--- src/rtl/bip_program_loader.sv ---
// bip_program_loader
// Writer side of the BIP program memory. Assembles 16-bit instruction words
// {opcode, operand} from a byte stream (high byte first) and writes them
// sequentially into program memory starting at address 0. Any word whose
// opcode lies above MAX_OPCODE is written as HALT (all zeros) and counted,
// so the instruction decoder never fetches an undefined opcode.
//
// Ports
//   clk, rst_n       rising-edge clock, asynchronous active-low reset
//   start, len       start pulse and word count (0 means 2^ADDR_W words)
//   abort            cancels a load in progress, no further writes
//   byte_valid/data  incoming byte stream
//   byte_ready       byte accepted when byte_valid & byte_ready
//   pm_we/addr/wdata program memory write port
//   busy, done       load in progress / one-cycle completion pulse
//   err_opcode       sticky illegal-opcode flag, cleared by start
//   err_count        number of illegal words in the current/last load
module bip_program_loader #(
    parameter int ADDR_W     = 11,
    parameter int INSTR_W    = 16,
    parameter int OPCODE_W   = 5,
    parameter int MAX_OPCODE = 7
) (
    input  logic                clk,
    input  logic                rst_n,
    input  logic                start,
    input  logic [ADDR_W-1:0]   len,
    input  logic                abort,
    input  logic                byte_valid,
    input  logic [7:0]          byte_data,
    output logic                byte_ready,
    output logic                pm_we,
    output logic [ADDR_W-1:0]   pm_addr,
    output logic [INSTR_W-1:0]  pm_wdata,
    output logic                busy,
    output logic                done,
    output logic                err_opcode,
    output logic [ADDR_W:0]     err_count
);

    typedef enum logic [2:0] {
        ST_IDLE,
        ST_GET_HI,
        ST_GET_LO,
        ST_WRITE,
        ST_DONE
    } state_t;

    localparam logic [OPCODE_W-1:0] MAX_OP   = OPCODE_W'(MAX_OPCODE);
    localparam logic [ADDR_W:0]     REM_ONE  = (ADDR_W+1)'(1);
    localparam logic [ADDR_W:0]     FULL_LEN = {1'b1, {ADDR_W{1'b0}}};

    state_t                 state_q, state_d;
    logic [ADDR_W:0]        remaining_q, remaining_d;
    logic [INSTR_W-9:0]     hi_q, hi_d;
    logic                   pm_we_q, pm_we_d;
    logic [ADDR_W-1:0]      pm_addr_q, pm_addr_d;
    logic [INSTR_W-1:0]     pm_wdata_q, pm_wdata_d;
    logic                   err_opcode_q, err_opcode_d;
    logic [ADDR_W:0]        err_count_q, err_count_d;

    logic                   xfer;
    logic [INSTR_W-1:0]     word;
    logic                   illegal;

    // Abort wins over byte transfer, so the handshake is withdrawn in the
    // abort cycle rather than letting the source believe a byte was taken.
    assign byte_ready = ((state_q == ST_GET_HI) || (state_q == ST_GET_LO)) && !abort;
    assign xfer       = byte_valid && byte_ready;
    assign word       = {hi_q, byte_data};
    assign illegal    = word[INSTR_W-1 -: OPCODE_W] > MAX_OP;

    // Next-state and datapath updates. The write strobe is prepared on the
    // low-byte transfer so it is registered and lines up with the WRITE state.
    always_comb begin
        state_d      = state_q;
        remaining_d  = remaining_q;
        hi_d         = hi_q;
        pm_we_d      = 1'b0;
        pm_addr_d    = pm_addr_q;
        pm_wdata_d   = pm_wdata_q;
        err_opcode_d = err_opcode_q;
        err_count_d  = err_count_q;

        case (state_q)
            ST_IDLE: begin
                if (start && !abort) begin
                    remaining_d  = (len == '0) ? FULL_LEN : {1'b0, len};
                    pm_addr_d    = '0;
                    err_opcode_d = 1'b0;
                    err_count_d  = '0;
                    state_d      = ST_GET_HI;
                end
            end
            ST_GET_HI: begin
                if (abort) begin
                    state_d = ST_IDLE;
                end else if (xfer) begin
                    hi_d    = byte_data;
                    state_d = ST_GET_LO;
                end
            end
            ST_GET_LO: begin
                if (abort) begin
                    state_d = ST_IDLE;
                end else if (xfer) begin
                    pm_we_d = 1'b1;
                    state_d = ST_WRITE;
                    if (illegal) begin
                        pm_wdata_d   = '0;
                        err_opcode_d = 1'b1;
                        if (err_count_q != '1) begin
                            err_count_d = err_count_q + REM_ONE;
                        end
                    end else begin
                        pm_wdata_d = word;
                    end
                end
            end
            ST_WRITE: begin
                if (abort) begin
                    state_d = ST_IDLE;
                end else begin
                    remaining_d = remaining_q - REM_ONE;
                    // The address stays on the last word so a full load
                    // finishes at 2^ADDR_W-1 instead of wrapping to 0.
                    if (remaining_q == REM_ONE) begin
                        state_d = ST_DONE;
                    end else begin
                        pm_addr_d = pm_addr_q + ADDR_W'(1);
                        state_d   = ST_GET_HI;
                    end
                end
            end
            ST_DONE: begin
                state_d = ST_IDLE;
            end
            default: begin
                state_d = ST_IDLE;
            end
        endcase
    end

    always_ff @(posedge clk or negedge rst_n) begin
        if (!rst_n) begin
            state_q      <= ST_IDLE;
            remaining_q  <= '0;
            hi_q         <= '0;
            pm_we_q      <= 1'b0;
            pm_addr_q    <= '0;
            pm_wdata_q   <= '0;
            err_opcode_q <= 1'b0;
            err_count_q  <= '0;
        end else begin
            state_q      <= state_d;
            remaining_q  <= remaining_d;
            hi_q         <= hi_d;
            pm_we_q      <= pm_we_d;
            pm_addr_q    <= pm_addr_d;
            pm_wdata_q   <= pm_wdata_d;
            err_opcode_q <= err_opcode_d;
            err_count_q  <= err_count_d;
        end
    end

    // An abort arriving during WRITE or DONE must still cancel the strobe
    // or pulse of that same cycle, hence the gating on the registered values.
    assign pm_we      = pm_we_q && !abort;
    assign done       = (state_q == ST_DONE) && !abort;
    assign busy       = (state_q != ST_IDLE);
    assign pm_addr    = pm_addr_q;
    assign pm_wdata   = pm_wdata_q;
    assign err_opcode = err_opcode_q;
    assign err_count  = err_count_q;

endmodule

--- config.mk ---
export PLATFORM = sky130hd
export DESIGN_NAME = bip_program_loader
export DESIGN_NICKNAME = d
export VERILOG_FILES = /design/src/rtl/bip_program_loader.sv
export SDC_FILE = /design/constraint.sdc
export NUM_CORES = 1
export LEC_CHECK = 0
export ABC_AREA = 0
export CAP_MARGIN = 20
export CORE_ASPECT_RATIO = 0.8
export CORE_MARGIN = 1.5
export CORE_UTILIZATION = 42
export DETAILED_ROUTE_END_ITERATION = 8
export GPL_ROUTABILITY_DRIVEN = 0
export PLACE_DENSITY = 0.65
export SLEW_MARGIN = 40
export SYNTH_ARGS = -nofsm -noshare
export SYNTH_HDL_FRONTEND = slang
export SYNTH_SLANG_ARGS = --single-unit
--- constraint.sdc ---
create_clock -name clk -period 3.6 [get_ports clk]
set_clock_uncertainty 0.2 [all_clocks]
set_input_delay 1.08 -clock clk [delete_from_list [all_inputs] [get_ports clk]]
set_output_delay 1.08 -clock clk [all_outputs]
set_load 0.01 [all_outputs]
Word level (Yosys, flattened, before mapping)
Index checks and enable logic that the tools add are counted.
Storage, ports and cells
  bits in registers: 64
  bits of input ports: 24
  output and inout port bits: 44
  word-level logic and storage cells: 78
Operators by class
  $add $sub $neg: 3
  $lt $le $gt $ge: 1
  equality and inequality tests: 15
  multiplexer cells: 31
  bitwise gates (word level): 1
  reductions and logical operators: 19
Operator list (number)
  $mux W12: 8
  $pmux W12 S2: 2
  $mux W11: 3
  $pmux W11 S2: 1
  $mux W3: 7
  $mux W16: 1
  $add A12 B1 Y12 const B: 1
  $eq A12 B1 Y1 const B: 1
  $ne A12 B12 Y1 const B: 1
  $ne A2 B2 Y1 const B: 6
  $pmux W3 S4: 1
  $reduce_and A3 Y1: 4
  $sub A12 B1 Y12 const B: 1
  $add A11 B1 Y11 const B: 1
  $logic_not A11 Y1: 1
  $mux W1: 7
  $eq A3 B2 Y1 const B: 2
  $ne A3 B3 Y1 const B: 2
  $reduce_and A6 Y1: 1
  $gt A5 B3 Y1 const B: 1
  $logic_and A1 B1 Y1: 5
  $reduce_and A5 Y1: 1
  $reduce_and A4 Y1: 1
  $reduce_bool A2 Y1: 2
  9 further kinds: 9

Logic depth before layout (Yosys ltp)
  depth after elaboration: 7
  gate-level depth with buffers: 7
  depth with buffers taken out: 6

Worst setup path before layout
OpenSTA, ideal clock, no wires.
  kind: input port to output port
  start: in abort
  end: out done
  arrival: 1.518 ns
  required time: 2.320 ns
  setup slack: 0.802 ns
  stages on the path: 1
  buffers on the path: 0
  path through: nor4b_1
Between the ends
  cells in the longest elaborated chain, start to end: 2
RTL lines
  from (decl): RTL line 28  | input logic abort,
  $logic_not A1 Y1: RTL line 169  | assign done = (state_q == ST_DONE) && !abort;
  $logic_and A1 B1 Y1: RTL line 169
  to (decl): RTL line 36  | output logic done,
Every way passes these cells.

Worst setup path after layout
  start: in abort
  end: out byte_ready
Between the ends
  cells in the longest elaborated chain, start to end: 2
RTL lines
  $logic_not A1 Y1: RTL line 68  | assign byte_ready = ((state_q == ST_GET_HI) || (state_q == ST_GET_LO)) && !abort;
  $logic_and A1 B1 Y1: RTL line 68
  to (decl): RTL line 31  | output logic byte_ready,
Every way passes these cells.

==> results.cfg <==
[timing]
layout_min_cycle_time_ns = 3.491
slew_headroom = 0.5006
fin_ws_ns = 0.1085
worstMarginPinSlew_ns = 0.7422
setup_viol = 0
timing.final.crit_share = 0.9699
rsz0062_at_grt = false
fin_setup_tns_ns = 0
slew_viol_final = 0
whs_ns = 0.2647
hold_viol_final = 0
fmax_mhz = 286.4

[setup_path]
critical-path-top-delay-family = buffers and inverters
cp.required_ns = 2.32
slowest_stage = clkdlybuf4s50_1
rr_startpoint = remaining_q[1]$_DFFE_PN0P_
cp_max_fo = 4
cp_num_buf_inv = 2
critical_path_class = in2out
rrSetupSlack_ns = 1.09
worstSetupStartpointType = input pin
end_kind = output pin
crit_chain = dlygate4sd2_1 > nor2_2 > o21a_1 > clkdlybuf4s50_1
slowest_delay_ns = 0.53
cp-startpoint = abort
arrival_ns = 2.21

[clock_tree]
cts-root-buf = clkbuf_8
cts_tree = yes
holdBufCountCts = 0
cts.path.max_buffers = 2
clk_pin_slew_worst_paths_ns = 0.07
cts_buffers = 9
htreeDepth = 3
clk_latency_ns = 0.34
clock-sinks = 64

[synth]
synth_ff_type = dfrtp_1
syn_avg_cell_area_sq_um = 9.435
synth-seq-cells = 64
ys_warn_count = 0
yosys-top-cells-area = dfrtp_1 48%, o31ai_1 5.6%, nand2_1 5.1%
syn_nets = 385
synth.top_cell.area_share = 0.4755
synth_edf_count = 0
synth_top_cell_by_area = dfrtp_1
async_flop_share = 1.000
synth_area_sq_um = 3368
yosys.cell_count.top_type = dfrtp_1
yosysSeqAreaShare = 0.4755
synth_cell_type_count = 54
synth_common_cells = 64 x dfrtp_1, 46 x nand2_1, 31 x nand3_1, 25 x o31ai_1
synth_cells = 357

[route]
ant_nets = 0
vias = 3052
drt-total-wl_um = 8350
viasPerCell = 5.641
drtPass1Iterations = 6
drt-initial-drc-count = 105
drc = 0
wl_per_cell_um = 15.43

[grt]
grt_pass1_vias = 2789
grt_max_degree = 25
grt_pass1_wl_um = 13750
grt_usage = 0.2050
overflow = 0
antenna_found_initial = 0

[job]
drv_cap = 0

[floorplan]
die_w_um = 103.1
ioPinCount = 68
die_height_um = 83.10
core_area_sq_um = 7838
die_area_sq_um = 8569
start_util = 0.4298
fp-row-count = 29

[cells_and_area]
multiInputGateArea_sq_um = 1654
fillers = 726
drive_gt1_frac = 0.1109
fin_cells = 541
fin_nets = 456
n_antenna_cell = 0
final_util = 0.5677
seqCellArea_sq_um = 1602
area_delta_synth_final_pct = 32.10

[min_path]
hold_class = reg2reg
worstHoldStart = pm_wdata[3]$_DFFE_PN0P_

[placement]
dpl.cell_count = 525
io_buffer_count = 67
hpwl_um = 5868
dp_slack_ns = -0.1823

[pwr]
p_leak_nw = 1.891
powerDensity_nw_per_um2 = 495.6
ir_drop_v = 0.0002448

[run_status]
outcome = completed
-- where the power goes --
group	total, mW	internal [mW]	leakage (nW)	switching (mW)
sequential	0.935	0.831	0.847	0.104
combinational	0.445	0.224	0.918	0.221
clock	0.825	0.531	0.126	0.294
total	2.21	1.59	1.89	0.619
-- worst register-to-register path, delay by kind of cell, from the launching register on --
family	cells	cell delay [ns]
fa+ha+maj	1	0.14
buf+inv	1	0.10
flops	1	0.40
simple gates	3	1.43
compound gates	1	0.10
-- per-stage QoR --
| step | total power [mW] | cell area, sq um |
|---|---|---|
| after floorplan | 1.167 | 3368 |
| after global placement | 1.386 | 4175 |
| after detailed placement | 1.394 | 4175 |
| after CTS | 2.227 | 4443 |
| after global routing | 2.314 | 4449 |
| final | 2.205 | 4449 |
-- logic make-up (layout without fill, tap and decap cells) --
family,after synthesis,count (layout),share of synthesized area
and+or+nand+nor,158,158,0.2515
AOI/OAI and AO/OA,89,89,0.1746
DFF,64,64,0.4755
buffers and inverters,27,103,0.03603
muxes,15,15,0.04755
adders and majority gates,4,4,0.01486
-- timing repair --
action,CTS,global route
setup endpoints to repair,2,0
buffers inserted,0,0
endpoints found under the hold margin,0,0
gates resized for setup,3,0
-- layout by cell type (no fill, tap or decap), drive strengths merged, types with 4 or more instances in the layout --
cell type      count
mux2               8
nand2             46
nand2b             7
o21ai             17
ha                 4
buf               15
o31ai             25
nor2              17
nand3             31
a21oi             17
a22oi              4
or3                4
inv                5
a31oi              6
clkdlybuf4s50     64
nor4              12
dfrtp             64
clkbuf             9
mux2i              7
or4                5
nor3               6
bufinv             4
and2               4
-- registers in the layout, summed over array words and instances (netlist names) --
name         flops
state_q          3
err_opcode       1
pm_wdata        16
err_count       12
pm_we_q          1
pm_addr         11
remaining_q     12
hi_q             8
-- path summary, 6_finish.rpt --
| check | endpoint | cells past startpoint |
|---|---|---|
| worst max register to register | pm_addr[2]$_DFFE_PN0P_ | 6 |
| worst min-delay path | pm_wdata[3]$_DFFE_PN0P_ | 2 |
| worst max-delay path | byte_ready | 4 |
| max in group asynchronous | state_q[1]$_DFFE_PN0P_ | 2 |
| min in group asynchronous | pm_addr[2]$_DFFE_PN0P_ | 1 |
| worst min register to register | pm_wdata[3]$_DFFE_PN0P_ | 2 |
-- per-layer routing --
metal | routed length [um] | share of wire | global-route usage
met3 | 377 | 0.045 | 0.05051
met2 | 3942 | 0.47 | 0.3152
met4 | 67 | 0.0080 | 0.04791
met5 | 0 | 0 | 0
met1 | 3962 | 0.47 | 0.2920
-- final cells by class --
cell class | instances | share of cell area
Multi-Input combinational cell | 266 | 0.3718
Sequential cell | 64 | 0.3600
Timing Repair Buffer | 81 | 0.1727
Clock inverter | 7 | 0.03234
Tap cell | 108 | 0.03037
Clock buffer | 9 | 0.02784
Inverter | 6 | 0.005062
Power figures use the tool's default switching activity.
